$ cat src/rtl/pipe_pkg.sv
// Shared fetch-pipe types: FSM state encoding, word width and the IF/ID bundle.
package pipe_pkg;

    localparam int WORD_W = 32;

    typedef enum logic [1:0] {
        IDLE = 2'd0,
        RUN  = 2'd1,
        HALT = 2'd2
    } fetch_state_t;

    typedef struct packed {
        logic [WORD_W-1:0] pc;
        logic [WORD_W-1:0] inst;
        logic              valid;
    } if_id_t;

endpackage

$ cat src/rtl/pc_next_calc.sv
// Combinational next-PC candidates: wrapped increment, masked redirect target and
// out-of-range target detection for a power-of-two instruction memory.
module pc_next_calc
    import pipe_pkg::*;
#(
    parameter int IMEM_DEPTH = 128
) (
    input  logic [WORD_W-1:0] pc,
    input  logic [WORD_W-1:0] target,
    output logic [WORD_W-1:0] pc_inc,
    output logic [WORD_W-1:0] target_masked,
    output logic              target_oob
);

    localparam logic [WORD_W-1:0] DEPTH = WORD_W'(IMEM_DEPTH);
    localparam logic [WORD_W-1:0] MASK  = DEPTH - WORD_W'(1);

    assign pc_inc        = (pc + WORD_W'(1)) & MASK;
    assign target_masked = target & MASK;
    assign target_oob    = (target >= DEPTH);

endmodule

$ cat src/rtl/pc_fetch.sv
// Fetch stage: owns the PC, pairs returned memory words with their PC and holds them across stalls.
// Optional performance counters are built when FETCH_PERF_CNT_EN is defined.
module pc_fetch
    import pipe_pkg::*;
#(
    parameter int                IMEM_DEPTH = 128,
    parameter logic [WORD_W-1:0] RESET_PC   = '0
) (
    input  logic              clk,
    input  logic              rst_n,
    input  logic              start_i,
    input  logic              halt_i,
    input  logic              stall_i,
    input  logic              branch_taken_i,
    input  logic [WORD_W-1:0] branch_target_i,
    input  logic              flush_i,
    output logic [WORD_W-1:0] pc_o,
    input  logic [WORD_W-1:0] inst_i,
    output logic [WORD_W-1:0] if_pc_o,
    output logic [WORD_W-1:0] if_inst_o,
    output logic              if_valid_o,
    output logic              addr_err_o
`ifdef FETCH_PERF_CNT_EN
    ,
    output logic [31:0]       fetch_cnt_o,
    output logic [31:0]       redirect_cnt_o
`endif
);

    localparam logic [1:0] ST_IDLE = 2'(IDLE);
    localparam logic [1:0] ST_RUN  = 2'(RUN);
    localparam logic [1:0] ST_HALT = 2'(HALT);

    logic [1:0]        state_q;
    logic [WORD_W-1:0] pc_p0;
    logic [WORD_W-1:0] if_pc_p1;
    logic [WORD_W-1:0] inst_hold_p1;
    logic              vld_p1;
    logic              hold_p1;
    logic              addr_err_q;

    logic              run;
    logic              redirect;
    logic              advance;
    logic              capture;
    logic [WORD_W-1:0] pc_inc;
    logic [WORD_W-1:0] target_masked;
    logic              target_oob;
    if_id_t            if_id_p1;

    assign run      = (state_q == ST_RUN);
    assign redirect = run & branch_taken_i;
    assign advance  = run & ~branch_taken_i & ~halt_i & ~stall_i;
    // First stalled edge of a live word: snapshot it before memory moves on to pc_o.
    assign capture  = run & ~branch_taken_i & ~halt_i & stall_i & ~flush_i & ~hold_p1;

    pc_next_calc #(
        .IMEM_DEPTH(IMEM_DEPTH)
    ) u_next (
        .pc           (pc_p0),
        .target       (branch_target_i),
        .pc_inc       (pc_inc),
        .target_masked(target_masked),
        .target_oob   (target_oob)
    );

    always_ff @(posedge clk or negedge rst_n) begin
        if (!rst_n) begin
            state_q <= ST_IDLE;
        end else begin
            case (state_q)
                ST_IDLE: if (start_i) state_q <= ST_RUN;
                ST_RUN:  if (halt_i)  state_q <= ST_HALT;
                ST_HALT: if (start_i) state_q <= ST_RUN;
                default: state_q <= ST_IDLE;
            endcase
        end
    end

    // Stage p0 -> p1: PC advance/redirect and IF/ID valid tracking
    always_ff @(posedge clk or negedge rst_n) begin
        if (!rst_n) begin
            pc_p0      <= RESET_PC;
            if_pc_p1   <= '0;
            vld_p1     <= 1'b0;
            hold_p1    <= 1'b0;
            addr_err_q <= 1'b0;
        end else if (!run) begin
            vld_p1  <= 1'b0;
            hold_p1 <= 1'b0;
        end else if (redirect) begin
            pc_p0   <= target_masked;
            vld_p1  <= 1'b0;
            hold_p1 <= 1'b0;
            if (target_oob) addr_err_q <= 1'b1;
        end else if (halt_i) begin
            vld_p1  <= 1'b0;
            hold_p1 <= 1'b0;
        end else if (stall_i) begin
            if (flush_i) begin
                vld_p1  <= 1'b0;
                hold_p1 <= 1'b0;
            end else begin
                hold_p1 <= 1'b1;
            end
        end else begin
            pc_p0    <= pc_inc;
            if_pc_p1 <= pc_p0;
            vld_p1   <= ~flush_i;
            hold_p1  <= 1'b0;
        end
    end

    always_ff @(posedge clk) begin
        if (capture) inst_hold_p1 <= inst_i;
    end

    assign if_id_p1 = '{pc: if_pc_p1, inst: (hold_p1 ? inst_hold_p1 : inst_i), valid: vld_p1};

    assign pc_o       = pc_p0;
    assign if_pc_o    = if_id_p1.pc;
    assign if_inst_o  = if_id_p1.inst;
    assign if_valid_o = if_id_p1.valid;
    assign addr_err_o = addr_err_q;

`ifdef FETCH_PERF_CNT_EN
    function automatic logic [31:0] sat_inc(input logic [31:0] v);
        return (v == 32'hFFFF_FFFF) ? v : v + 32'd1;
    endfunction

    logic [31:0] fetch_cnt_q;
    logic [31:0] redirect_cnt_q;

    always_ff @(posedge clk or negedge rst_n) begin
        if (!rst_n) begin
            fetch_cnt_q    <= '0;
            redirect_cnt_q <= '0;
        end else begin
            if (advance && !flush_i) fetch_cnt_q <= sat_inc(fetch_cnt_q);
            if (redirect) redirect_cnt_q <= sat_inc(redirect_cnt_q);
        end
    end

    assign fetch_cnt_o    = fetch_cnt_q;
    assign redirect_cnt_o = redirect_cnt_q;
`endif

endmodule

$ cat config.mk
export PLATFORM = sky130hd
export DESIGN_NAME = pc_fetch
export DESIGN_NICKNAME = d
export VERILOG_FILES = /design/src/rtl/pipe_pkg.sv /design/src/rtl/pc_next_calc.sv /design/src/rtl/pc_fetch.sv
export SDC_FILE = /design/constraint.sdc
export NUM_CORES = 1
export LEC_CHECK = 0
export ABC_AREA = 1
export BUFFER_PORTS_ARGS = -buffer_cell sky130_fd_sc_hd__buf_2
export CAP_MARGIN = 20
export CORE_UTILIZATION = 39
export DETAILED_ROUTE_END_ITERATION = 8
export HOLD_SLACK_MARGIN = 0.08
export PLACE_DENSITY = 0.73
export SYNTH_ARGS = -nofsm -noshare
export SYNTH_HDL_FRONTEND = slang
export SYNTH_SLANG_ARGS = --single-unit
$ cat constraint.sdc
create_clock -name clk -period 4.85 [get_ports clk]
set_clock_uncertainty 0.2 [all_clocks]
set_input_delay 0.2425 -clock clk [delete_from_list [all_inputs] [get_ports clk]]
set_output_delay 0.2425 -clock clk [all_outputs]
set_load 0.05 [all_outputs]
Word level (Yosys, flattened, before mapping)
Index checks and enable logic that the tools add are counted.
- output and inout bits: 98
- logic and storage cells: 51
- bits in registers: 101
- input bits: 71
- magnitude comparators: 1
- reduce and logical (&&, ||, !) cells: 6
- bitwise gates (word level): 12
- equality and inequality tests: 7
- add/sub/neg operators: 1
- multiplexer cells: 17
- operators by type and width (kind ; count):
    2-to-1 mux 32 bit ; 4
    greater-or-equal comparator 32 x 8 -> 1 bit (second input constant) ; 1
    2-to-1 mux 1 bit ; 10
    adder 7 x 1 -> 7 bit (second input constant) ; 1
    bitwise AND 1 bit ; 6
    inequality test 2 x 1 -> 1 bit (second input constant) ; 3
    NOT 1 bit ; 6
    AND reduction 3 bit ; 2
    inequality test 5 x 4 -> 1 bit (second input constant) ; 1
    2-to-1 mux 2 bit ; 2
    case mux 2 bit (2 select lines) ; 1
    AND reduction 4 bit ; 1
    == test 2 x 1 -> 1 bit (second input constant) ; 1
    == test 2 bit (second input constant) ; 1
    logical NOT 2 bit ; 1
    inequality test 2 bit (second input constant) ; 1
    AND reduction 2 bit ; 1
    OR reduction 2 bit ; 1

Logic depth before layout (Yosys ltp)
- depth in word-level cells: 6
- mapped depth: 8
- gate-level depth less buffers: 8

By module
From an unflattened synthesis, not the netlist that was laid out.
- cells, all modules: 588
- area, all modules: 5287.6 µm²
- by module, submodules not included (module ; instances ; cells an instance ; area an instance (µm²)):
    pc_fetch ; 1 ; 487 ; 4655.7
    pc_next_calc ; 1 ; 101 ; 631.9

Worst setup path before layout
Ideal clock, no wire load.
- path kind: register -> register
- start point: register hold_p1
- end point: register inst_hold_p1[0], enable pin
- period minus slack after synthesis: 4.560 ns
- library setup time: 0.505 ns
- arrival: 3.855 ns
- required time: 4.145 ns
- path buffers: 2
- stages on the path, launching flop included: 4
- setup slack: 0.290 ns
- cell sequence: dfrtp_1 buf_2 buf_2 nor4_1
- word-level cells in the longest chain between the ends: 2
- ends and longest elaborated chain (what ; line ; source):
    from (decl) ; pc_fetch.sv:39 ; logic hold_p1;
    from (signal assigned) ; pc_fetch.sv:86 ; hold_p1 <= 1'b0;
    from (signal assigned) ; pc_fetch.sv:90 ; hold_p1 <= 1'b0;
    from (signal assigned) ; pc_fetch.sv:94 ; hold_p1 <= 1'b0;
    NOT 1 bit ; pc_fetch.sv:55 ; assign capture = run & ~branch_taken_i & ~halt_i & stall_i & ~flush_i & ~hold_p1;
    bitwise AND 1 bit ; pc_fetch.sv:55 ;
    via capture ; pc_fetch.sv:45 ; logic capture;
    to (signal assigned) ; pc_fetch.sv:115 ; if (capture) inst_hold_p1 <= inst_i;
    to (decl) ; pc_fetch.sv:37 ; logic [WORD_W-1:0] inst_hold_p1;
The timed path passes the listed nets, and every way through them passes these cells.
A chain may end at the register's enable or synchronous reset.

Worst setup path in the final report
- start point: register hold_p1
- end point: output if_inst_o[2]
- word-level cells in the longest chain between the ends: 1
- ends and longest elaborated chain (what ; line ; source):
    2-to-1 mux 32 bit ; pc_fetch.sv:118 ; assign if_id_p1 = '{pc: if_pc_p1, inst: (hold_p1 ? inst_hold_p1 : inst_i), valid: vld_p1};
    to (decl) ; pc_fetch.sv:20 ; output logic [WORD_W-1:0] if_inst_o,
Every way passes these cells.

==> out/metrics.yaml <==
critPathKind: "flop to primary output"
wl_met2_mm: 3.00
postCtsSetupRepairBufs: 0
p_leak_nw: 1.88
finalPower_mw: 1.49
num-fill-cells: 632
clock_sinks: 51
hold_viol_final: 0
fp-row-count: 30
clock_latency_ps: 300
synthCells: 272
crit_arrival_ps: 1650
final_cells: 535
ant_nets: 0
cts_root_buffer: "clkbuf_8"
grt_usage: 0.164
wl_met3_um: 447
first_iter_violations: 34
fmax_mhz: 478
numCtsBuffers: 5
crit_required_ps: 4410
portBuffers: 118
clkTransAtPathRegs_ps: 90
grt_pass1_wl_mm: 9.59
cp_max_fo: 32
ir_worst_vdd_uv: 330
cts-resized-gates: 0
drc: 0
antennaDiodeCount: 0
antenna_found_initial: 0
overflow: 0
die_y_um: 87.0
final_cell_mix: "118 x buf_2, 54 x nand2_1, 50 x conb_1, 45 x dlygate4sd3_1"
seq_area_frac_synth: 0.510
top_layer_used: "met4"
final_common_cell: "buf_2"
p_per_area_nw_per_um2: 386
rsz0062_at_grt: "false"
crit_start: "hold_p1"
min-delay-start: "branch_target_i[9]"
cts_tree: "done"
dp.cells: 482
via_per_inst: 4.12
drt-met1-wl_mm: 2.64
clockBufferDepth: 2
num_vias: 2204
reg2reg_from: "state_q[1]"
fin_crit_sh: 0.431
status: "finished clean"
grt_pass1_vias: 2109
wl_mm: 6.12
min_path_type: "input pin to flop"
yosys_warnings: 0
hpwl_mm: 4.06
crit_path_end_kind: "primary output"
cpPeakStageDelay_ps: 390
die_x_um: 87.0
synth_seq_cells: 51
path_cells: "buf_4, mux2_2, buf_2"
cap_violations: 0
core_um2: 6910
start_util: 0.408
gp_congestion: 0.752
crit_path_top_delay_cell: "mux2_2"
cts_hold_buf: 45
routedWlPerCell_um: 11.4
syn_to_final_growth_pct: 37.2
final_max_slew_viol_count: 0
holdWs_ps: 93.0
htreeDepth: 2
finalSetupViolations: 0
synth_area_um2: 2820
avgSynthCellArea_um2: 10.4
boundaryPins: 169
grt_max_degree: 33
synth.distinct_cells: 25
finalSetupTns_ps: 0
dr.pass1.iters: 4
cp-start-kind: "flop"
drive_gt1_frac: 0.399
die-area_um2: 7570
final_nets: 510
period_needed_ps: 2090
-- final timing paths --
kind | endpoint | slack (ps) | cells after the start
setup / recovery | if_inst_o[2] | 2760 | 3
setup reg to reg | inst_hold_p1[7] | 3030 | 4
max in group asynchronous | if_pc_o[2] | 3930 | 2
hold / removal | addr_err_o | 90 | 7
hold reg to reg | addr_err_o | 280 | 2
min in group asynchronous | pc_o[1] | 220 | 2
-- synthesized netlist by cell type --
master | instances | area, um^2
a21oi_1 | 1 | 5.00
and2_1 | 1 | 6.26
buf_2 | 4 | 20.0
buf_4 | 50 | 375
buf_6 | 1 | 11.3
conb_1 | 1 | 3.75
dfrtp_1 | 19 | 475
edfxtp_1 | 32 | 961
ha_1 | 1 | 12.5
inv_1 | 23 | 86.3
inv_2 | 3 | 11.3
mux2_2 | 32 | 360
nand2_1 | 54 | 203
nand2_2 | 2 | 12.5
nand3_1 | 8 | 40.0
nand3_4 | 1 | 17.5
nor2_1 | 19 | 71.3
nor2_4 | 2 | 22.5
nor3_1 | 1 | 5.00
nor4_1 | 1 | 6.26
o21ai_0 | 6 | 30.0
o21ai_2 | 6 | 52.6
or2_1 | 1 | 6.26
or2_2 | 1 | 6.26
xor2_1 | 2 | 17.5
-- registers in the layout, indices dropped and copies added (netlist names) --
name,flops
hold_p1,1
state_q,2
pc_o,7
if_valid_o,1
addr_err_o,1
if_pc_o,7
inst_hold_p1,32
-- metal layers --
layer / global-route usage / up-vias
li1: - / 1118
met1: 0.192 / 974
met2: 0.299 / 108
met3: 0.0436 / 4
met4: 0.0379 / 0
met5: 0 / -
-- cells by family (layout without fill, tap and decap cells) --
family | count (synthesis) | in the layout | synth area share
AOI/OAI and AO/OA | 13 | 13 | 0.0311
adders and majority gates | 1 | 1 | 0.00444
other | 1 | 50 | 0.00133
DFF | 51 | 51 | 0.510
xor gates and xnor gates | 2 | 2 | 0.00622
and+or+nand+nor | 91 | 91 | 0.141
buffers and inverters | 81 | 199 | 0.179
muxes | 32 | 32 | 0.128
-- worst max-delay path: cells and delay by family, from the launching register on --
| kind | cells | cell delay (ps) |
|---|---|---|
| flip-flops | 1 | 370 |
| multiplexers | 1 | 390 |
| buffers and inverters | 2 | 580 |
-- layout make-up --
type	instances	area, um^2	share of cell area
clock inverter	3	20.0	0.00518
multi-input combinational	189	1070	0.276
timing repair buffer	165	1060	0.273
inverter	26	97.6	0.0252
tap	96	120	0.0311
sequential	51	1440	0.371
clock buffer	5	68.8	0.0178
-- report_power, final --
part           total, mW  internal [mW]  leakage (nW)  switching [mW]
logic              0.668          0.173          1.31           0.495
registers          0.584          0.526         0.528          0.0587
clock network      0.241          0.101        0.0418           0.140
-- metrics by stage --
step                 util  setup WS [ps]  instance area [um^2]
floorplan               -            290                  3000
global placement    0.482           3060                  3330
detailed placement  0.482           3020                  3330
CTS                 0.560           2730                  3870
global route        0.560           2650                  3870
finish              0.560           2760                  3870
Note: power is estimated with default switching activity, not from simulation.
